--- src/rtl/spi_accel_slave.sv ---
// SPI slave modelling an accelerometer register file.
// READ/WRITE command, 8-bit address, auto-incrementing bursts, all SPI modes.
module spi_accel_slave #(
   parameter int         NUM_REGS  = 32,
   parameter bit         CPOL      = 1'b0,
   parameter bit         CPHA      = 1'b0,
   parameter logic [7:0] CMD_READ  = 8'h0B,
   parameter logic [7:0] CMD_WRITE = 8'h0A
) (
   input  logic       clk,
   input  logic       resetn,
   input  logic       SCLK,
   input  logic       CS,
   input  logic       MOSI,
   output logic       MISO,
   input  logic       host_we,
   input  logic [7:0] host_addr,
   input  logic [7:0] host_wdata,
   output logic [7:0] host_rdata,
   output logic       spi_wr_pulse,
   output logic       err_cmd,
   output logic       xfer_done,
   output logic [7:0] byte_cnt
);

   localparam int         AW   = $clog2(NUM_REGS);
   localparam logic [8:0] NREG = 9'(NUM_REGS);
   localparam logic [7:0] LAST = 8'(NUM_REGS - 1);

   typedef enum logic [2:0] {
      S_IDLE, S_CMD, S_ADDR, S_RD, S_WR, S_IGN
   } state_t;

   state_t     state_q, state_d;
   logic       sclk_s1_q, sclk_s1_d, sclk_s2_q, sclk_s2_d;
   logic       sclk_p_q, sclk_p_d;
   logic       cs_s1_q, cs_s1_d, cs_s2_q, cs_s2_d;
   logic       cs_p_q, cs_p_d;
   logic       mosi_s1_q, mosi_s1_d, mosi_s2_q, mosi_s2_d;
   logic       fill_q, fill_d, armed_q, armed_d;
   logic [2:0] bits_q, bits_d;
   logic [6:0] sh_q, sh_d;
   logic [6:0] tx_q, tx_d;
   logic       miso_q, miso_d;
   logic [7:0] addr_q, addr_d;
   logic       cmd_rd_q, cmd_rd_d;
   logic [7:0] cnt_q, cnt_d;
   logic       seen_q, seen_d;
   logic [7:0] byte_cnt_q, byte_cnt_d;
   logic       wr_pulse_q, wr_pulse_d;
   logic       err_q, err_d;
   logic       done_q, done_d;
   logic [7:0] regs_q [NUM_REGS];
   logic [7:0] regs_d [NUM_REGS];

   logic       lead, trail, samp, shft;
   logic       cs_fall, cs_rise, in_frame, byte_done;
   logic       host_ok, addr_ok;
   logic [7:0] rx_byte, rd_byte, addr_inc, cnt_inc;

   assign host_ok    = {1'b0, host_addr} < NREG;
   assign addr_ok    = {1'b0, addr_q} < NREG;
   assign host_rdata = host_ok ? regs_q[host_addr[AW-1:0]] : 8'h00;
   assign rd_byte    = addr_ok ? regs_q[addr_q[AW-1:0]] : 8'h00;
   assign addr_inc   = (addr_q == LAST) ? 8'h00 : addr_q + 8'h01;
   assign cnt_inc    = (cnt_q == 8'hFF) ? cnt_q : cnt_q + 8'h01;
   assign rx_byte    = {sh_q, mosi_s2_q};

   assign MISO         = miso_q;
   assign spi_wr_pulse = wr_pulse_q;
   assign err_cmd      = err_q;
   assign xfer_done    = done_q;
   assign byte_cnt     = byte_cnt_q;

   always_comb begin
      sclk_s1_d  = SCLK;
      sclk_s2_d  = sclk_s1_q;
      sclk_p_d   = sclk_s2_q;
      cs_s1_d    = CS;
      cs_s2_d    = cs_s1_q;
      cs_p_d     = cs_s2_q;
      mosi_s1_d  = MOSI;
      mosi_s2_d  = mosi_s1_q;
      fill_d     = 1'b1;
      // only a CS high genuinely observed after reset may arm a new frame
      armed_d    = armed_q | (fill_q & cs_s1_q);
      state_d    = state_q;
      bits_d     = bits_q;
      sh_d       = sh_q;
      tx_d       = tx_q;
      miso_d     = miso_q;
      addr_d     = addr_q;
      cmd_rd_d   = cmd_rd_q;
      cnt_d      = cnt_q;
      seen_d     = seen_q;
      byte_cnt_d = byte_cnt_q;
      wr_pulse_d = 1'b0;
      err_d      = 1'b0;
      done_d     = 1'b0;
      regs_d     = regs_q;

      lead      = (sclk_s2_q != CPOL) && (sclk_p_q == CPOL);
      trail     = (sclk_s2_q == CPOL) && (sclk_p_q != CPOL);
      samp      = !cs_s2_q && (CPHA ? trail : lead);
      shft      = !cs_s2_q && (CPHA ? lead : trail);
      cs_fall   = cs_p_q && !cs_s2_q;
      cs_rise   = !cs_p_q && cs_s2_q;
      in_frame  = (state_q != S_IDLE) && (state_q != S_IGN);
      byte_done = samp && in_frame && (bits_q == 3'd7);

      if (host_we && host_ok) begin
         regs_d[host_addr[AW-1:0]] = host_wdata;
      end

      if (cs_rise) begin
         state_d = S_IDLE;
         bits_d  = 3'd0;
         miso_d  = 1'b0;
         seen_d  = 1'b0;
         if (seen_q) begin
            done_d     = 1'b1;
            byte_cnt_d = cnt_q;
         end
      end else begin
         if (samp && in_frame) begin
            sh_d   = rx_byte[6:0];
            bits_d = bits_q + 3'd1;
            seen_d = 1'b1;
         end
         unique case (state_q)
            S_IDLE: begin
               if (cs_fall && armed_q) begin
                  state_d = S_CMD;
                  bits_d  = 3'd0;
                  cnt_d   = 8'h00;
                  seen_d  = 1'b0;
                  miso_d  = 1'b0;
               end
            end
            S_CMD: begin
               if (byte_done) begin
                  if (rx_byte == CMD_READ || rx_byte == CMD_WRITE) begin
                     cmd_rd_d = (rx_byte == CMD_READ);
                     state_d  = S_ADDR;
                  end else begin
                     err_d   = 1'b1;
                     state_d = S_IGN;
                  end
               end
            end
            S_ADDR: begin
               if (byte_done) begin
                  addr_d  = rx_byte;
                  state_d = cmd_rd_q ? S_RD : S_WR;
               end
            end
            S_RD: begin
               if (byte_done) begin
                  addr_d = addr_inc;
                  cnt_d  = cnt_inc;
               end
               // byte boundary: present MSB of the (already advanced) address
               if (shft) begin
                  if (bits_q == 3'd0) begin
                     miso_d = rd_byte[7];
                     tx_d   = rd_byte[6:0];
                  end else begin
                     miso_d = tx_q[6];
                     tx_d   = {tx_q[5:0], 1'b0};
                  end
               end
            end
            S_WR: begin
               if (byte_done) begin
                  if (addr_ok) begin
                     regs_d[addr_q[AW-1:0]] = rx_byte;
                     wr_pulse_d             = 1'b1;
                  end
                  addr_d = addr_inc;
                  cnt_d  = cnt_inc;
               end
            end
            S_IGN: miso_d = 1'b0;
            default: state_d = S_IDLE;
         endcase
      end
   end

   always_ff @(posedge clk) begin
      if (!resetn) begin
         state_q    <= S_IDLE;
         sclk_s1_q  <= CPOL;
         sclk_s2_q  <= CPOL;
         sclk_p_q   <= CPOL;
         cs_s1_q    <= 1'b1;
         cs_s2_q    <= 1'b1;
         cs_p_q     <= 1'b1;
         mosi_s1_q  <= 1'b0;
         mosi_s2_q  <= 1'b0;
         fill_q     <= 1'b0;
         armed_q    <= 1'b0;
         bits_q     <= 3'd0;
         sh_q       <= '0;
         tx_q       <= '0;
         miso_q     <= 1'b0;
         addr_q     <= 8'h00;
         cmd_rd_q   <= 1'b0;
         cnt_q      <= 8'h00;
         seen_q     <= 1'b0;
         byte_cnt_q <= 8'h00;
         wr_pulse_q <= 1'b0;
         err_q      <= 1'b0;
         done_q     <= 1'b0;
         for (int i = 0; i < NUM_REGS; i++) begin
            regs_q[i] <= 8'(i);
         end
      end else begin
         state_q    <= state_d;
         sclk_s1_q  <= sclk_s1_d;
         sclk_s2_q  <= sclk_s2_d;
         sclk_p_q   <= sclk_p_d;
         cs_s1_q    <= cs_s1_d;
         cs_s2_q    <= cs_s2_d;
         cs_p_q     <= cs_p_d;
         mosi_s1_q  <= mosi_s1_d;
         mosi_s2_q  <= mosi_s2_d;
         fill_q     <= fill_d;
         armed_q    <= armed_d;
         bits_q     <= bits_d;
         sh_q       <= sh_d;
         tx_q       <= tx_d;
         miso_q     <= miso_d;
         addr_q     <= addr_d;
         cmd_rd_q   <= cmd_rd_d;
         cnt_q      <= cnt_d;
         seen_q     <= seen_d;
         byte_cnt_q <= byte_cnt_d;
         wr_pulse_q <= wr_pulse_d;
         err_q      <= err_d;
         done_q     <= done_d;
         regs_q     <= regs_d;
      end
   end

endmodule
--- config.mk ---
export PLATFORM = sky130hd
export DESIGN_NAME = spi_accel_slave
export DESIGN_NICKNAME = d
export VERILOG_FILES = /design/src/rtl/spi_accel_slave.sv
export SDC_FILE = /design/constraint.sdc
export NUM_CORES = 1
export LEC_CHECK = 0
export CAP_MARGIN = 25
export CORE_UTILIZATION = 50
export CTS_CLUSTER_DIAMETER = 40
export DETAILED_ROUTE_END_ITERATION = 8
export GPL_ROUTABILITY_DRIVEN = 0
export GPL_TIMING_DRIVEN = 1
export PLACE_DENSITY = 0.66
export SLEW_MARGIN = 20
export SYNTH_ARGS = -nofsm -noshare
export SYNTH_HDL_FRONTEND = slang
export SYNTH_SLANG_ARGS = --single-unit
--- constraint.sdc ---
create_clock -name clk -period 4.9 [get_ports clk]
set_input_delay 0.98 -clock clk [delete_from_list [all_inputs] [get_ports clk]]
set_output_delay 0.98 -clock clk [all_outputs]
set_load 0.05 [all_outputs]
-- Word-level counts from Yosys, hierarchy flattened
Index checks and enable logic that the tools add are counted.
- RAM bits: 0
- ROM bits: 0
- bits in latches: 0
- word-level logic and storage cells: 177
- input bits: 22
- output and inout port bits: 20
- register bits: 316
- memories kept: 0
- multiplexer cells: 48
- divide/modulo/power cells: 0
- equality and inequality tests: 17
- $mul: 0
- add/sub/neg operators: 3
- shifts and indexed selects: 0
- order comparisons: 6
- bitwise logic cells: 12
- reduce and logical (&&, ||, !) cells: 36
- operators with widths (cell ; number):
    256-bit two-way mux ; 5
    256-bit bitwise mux ; 2
    8-bit two-way mux ; 14
    8-bit binary-select mux with 5-bit select ; 2
    8-bit demux with 5-bit select ; 2
    8-bit case mux with 2 select lines ; 2
    3-bit two-way mux ; 8
    8-bit by 1-bit adder with 8-bit output, second input constant ; 2
    8-bit by 4-bit == test with 1-bit output, second input constant ; 2
    8-bit by 6-bit < comparator with 1-bit output, second input constant ; 2
    1-bit logical AND ; 13
    6-bit greater-or-equal comparator, second input constant ; 2
    6-bit by 1-bit < comparator with 1-bit output, second input constant ; 2
    5-bit NOT with 6-bit output ; 2
    3-bit case mux with 4 select lines ; 1
    4-bit AND reduction ; 3
    1-bit two-way mux ; 10
    2-bit inequality test, second input constant ; 5
    3-bit == test, second input constant ; 3
    8-bit by 5-bit == test with 1-bit output, second input constant ; 1
    8-bit == test, second input constant ; 1
    1-bit NOT ; 8
    4-bit OR reduction ; 2
    7-bit two-way mux ; 1
    18 further kinds ; 27

-- Longest topological paths before layout
- word-level depth: 12
- depth in mapped cells: 11

-- Least setup slack after synthesis
OpenSTA, ideal clock, no wires.
- path kind: input-to-output
- from: in host_addr[1]
- to: out host_rdata[6]
- path slack: 0.932 ns
- arrival: 2.988 ns
- data required time: 3.920 ns
- cell stages on the path: 6
- path buffers: 3
- cells stage by stage: buf_2 > buf_2 > buf_1 > mux4_2 > a22oi_1 > a31oi_1
- word-level cells in the longest chain between the ends: 5
- ends and longest elaborated chain (element ; RTL line ; RTL):
    from (decl) ; 17 ; input logic [7:0] host_addr,
    5-bit NOT with 6-bit output (implied by the code) ; 63 ; assign host_rdata = host_ok ? regs_q[host_addr[AW-1:0]] : 8'h00;
    8-bit binary-select mux with 5-bit select ; 63 ;
    8-bit two-way mux (implied by the code) (2 in series) ; 63 ;
    8-bit two-way mux * ; 63 ;
    to (decl) ; 19 ; output logic [7:0] host_rdata,
Mark *: on every way between the ends. The rest lies on a longest branch, timed or not. The select of a mux whose other input is x is not followed.

-- Worst setup path in the final report
- from: in host_addr[2]
- to: out host_rdata[0]
Same word-level chain as after synthesis.

==> impl_metrics.csv <==
group,metric,value,unit
logic_synthesis,synthFlopType,"dfxtp_1",
clocking,tritoncts,"done",
logic_synthesis,synth_area_per_cell,9.70,um^2
critical_path,path_max_fanout,16,
clocking,clkLatencyLatePin,610,ps
layout,syn2layout_area_growth,11.4,%
logic_synthesis,syn_area,0.0197,mm^2
grt,globalRouteOverflowTotal,0,
logic_synthesis,ys_seq_elements,316,
grt,antenna_found_initial,0,
clocking,cts_setup_buffers,0,
timing,finalHoldViolCount,0,
timing,rsz0062_at_grt,"false",
grt,grt_max_degree,161,
logic_synthesis,synth_edf_count,0,
routing,finalWirelength,70500,um
grt,gr-usage-all-layers,34.5,%
grt,grt_pass1_wl,105000,um
die,num_rows,72,
timing,tightest_slew,1200,ps
routing,drt_pass1_iterations,7,
die,pin_count,42,
layout,final_util,56.6,%
place,port_buffers,41,
logic_synthesis,yosys-top-cells-area,"dfxtp_1, mux2i_1, o211a_1, mux4_2, nand2_1",
critical_path,cp_data_arrival_time,3750,ps
power_and_ir_drop,p_per_area,298,mW/mm^2
run_status,status,"finished clean",
critical_path,start_kind,"input port",
grt,grt_pass1_vias,15900,
clocking,cts_inserted_buffers,51,
layout,fillers,3328,
timing,setup_tns,0,ps
logic_synthesis,synth_cells,2035,
timing,finalClockSkew,33.8,ps
critical_path,critical-path-top-delay-family,"buffers and inverters",
logic_synthesis,synth.top_cell.area_share,32.0,%
critical_path,worstPathCellList,"clkdlybuf4s50_1, nor3b_2, a22o_1, a221oi_1, a31oi_1, buf_12",
routing,drt_iter0_markers,2355,
logic_synthesis,yosys.area.top_type,"dfxtp_1",
routing,num_vias,17300,
critical_path,cpPeakStageDelay,850,ps
timing,fmax,211,MHz
critical_path,critPathKind,"in -> out",
layout,drive_gt1_share,16.6,%
clocking,cts.sinks,316,
logic_synthesis,yosys_warnings,0,
critical_path,path_buf_inv,2,
die,floorplan.initialDensity,50.8,%
place,dp_hpwl,47500,um
routing,wl_per_cell,28.0,um
routing,ant_nets,0,
routing,drc,0,
timing,finalCritPeriodShare,96.6,%
clocking,clockBufferDepth,3,
power_and_ir_drop,ir_drop,245,uV
clocking,cts_resized,0,
die,die_w,201,um
clocking,cts_root_buf,"clkbuf_16",
die,coreArea,0.0388,mm^2
power_and_ir_drop,p_leak,10.6,nW
timing,slew_violations,0,
logic_synthesis,synth_fp_nets,2065,
die,die-area,0.0403,mm^2
logic_synthesis,synth-async-reset-ratio,0,%
clocking,cts.clk_slew.worst_paths,50,ps
critical_path,required,3920,ps
critical_path,crit_path_top_delay_cell,"clkdlybuf4s50_1",
logic_synthesis,yosysUniqueCellTypes,70,
timing,setup_viol,0,
min_path,min_path_type,"reg -> reg",
clocking,htreeDepth,2,
layout,most-common-layout-cells,"mux2i_1, dfxtp_1, nand2_1",
clocking,cts_hold_buf,0,
timing,period_needed,4730,ps
critical_path,end_kind,"output pin",
timing,slew_headroom,20.0,%
logic_synthesis,seq_area_frac_synth,32.0,%
layout,fin_nets,1990,
routing,viasPerCell,6.85,
layout,layout_commonest_cell,"mux2i_1",
run,maxCapViolations,0,
die,die_h,201,um
path summary, 6_finish.rpt:
path	from	end	cells past startpoint	slack, ps
hold reg to reg	mosi_s1_q	mosi_s2_q	1	430
setup reg to reg	addr_q[1]	tx_q[5]	6	1160
setup / recovery	host_addr[2]	host_rdata[0]	6	170
hold / removal	mosi_s1_q	mosi_s2_q	1	430
per-stage QoR:
stage	instances	setup slack, ps	hold slack [ps]	instance area (um^2)	total power, mW
3_3_place_gp	2423	448	421	20200	2.91
3_5_place_dp	2424	340	419	20200	2.91
6_report	2522	166	429	22000	6.56
5_1_grt	2521	185	463	22000	6.72
4_1_cts	2520	339	430	22000	6.59
2_1_floorplan	2035	932	411	19700	2.82
layout make-up:
type                       instances  area [um^2]  share of cell area (%)
clock buffer                      66         1410                    6.39
antenna                            1         2.50                  0.0114
timing repair buffer              84          779                    3.54
sequential                       316         6330                    28.8
multi-input combinational       1495        12400                    56.5
tap                              518          648                    2.95
clock inverter                    30          350                    1.59
inverter                          12         45.0                   0.205
synth_stat cells (8+ instances only):
master and instances:
inv_1 12, a221oi_1 10, o21ai_1 10, a21oi_1 15, ha_1 8, nand2_1 266
a21boi_0 11, nand4_2 13, o211a_1 177, nand4b_1 8, nor4_1 15, o21ai_0 47
o22ai_1 66, and2_1 23, a22oi_1 17, nor3_4 20, mux4_2 64, buf_1 9
a22o_1 14, a31oi_1 9, clkbuf_1 121, mux2_2 62, mux2i_1 366, nor2_1 95
nand4bb_1 8, nand3_1 24, nand4_1 26, nor2b_1 21, dfxtp_1 316, buf_2 73
sequential cells by signal, summed over array words and instances (netlist names), 3 cells and up:
register / flops
addr_q: 8
bits_q: 3
byte_cnt: 8
cnt_q: 8
regs_q: 256
sh_q: 7
state_q: 3
tx_q: 7
cell families after synthesis:
group / synth area share (%)
mux: 29.8
xor+xnor: 0.0888
buf+inv: 5.02
fa+ha+maj: 0.507
compound gates: 16.2
flops: 32.0
simple gates: 16.4
report_power, final:
| part | switching [mW] | internal, mW |
|---|---|---|
| logic | 0.197 | 0.0880 |
| clock network | 1.41 | 2.28 |
| registers | 0.00651 | 2.58 |
| total | 1.61 | 4.94 |
per-layer routing:
| layer | global-route usage [%] | wire length [um] | vias to the layer above |
|---|---|---|---|
| met5 | 0.952 | 0 | - |
| met4 | 18.8 | 4360 | 0 |
| met3 | 9.30 | 8450 | 284 |
| met2 | 49.1 | 29100 | 1155 |
| met1 | 47.0 | 28600 | 8372 |
| li1 | - | - | 7471 |
(Power assumes the default switching activity.)
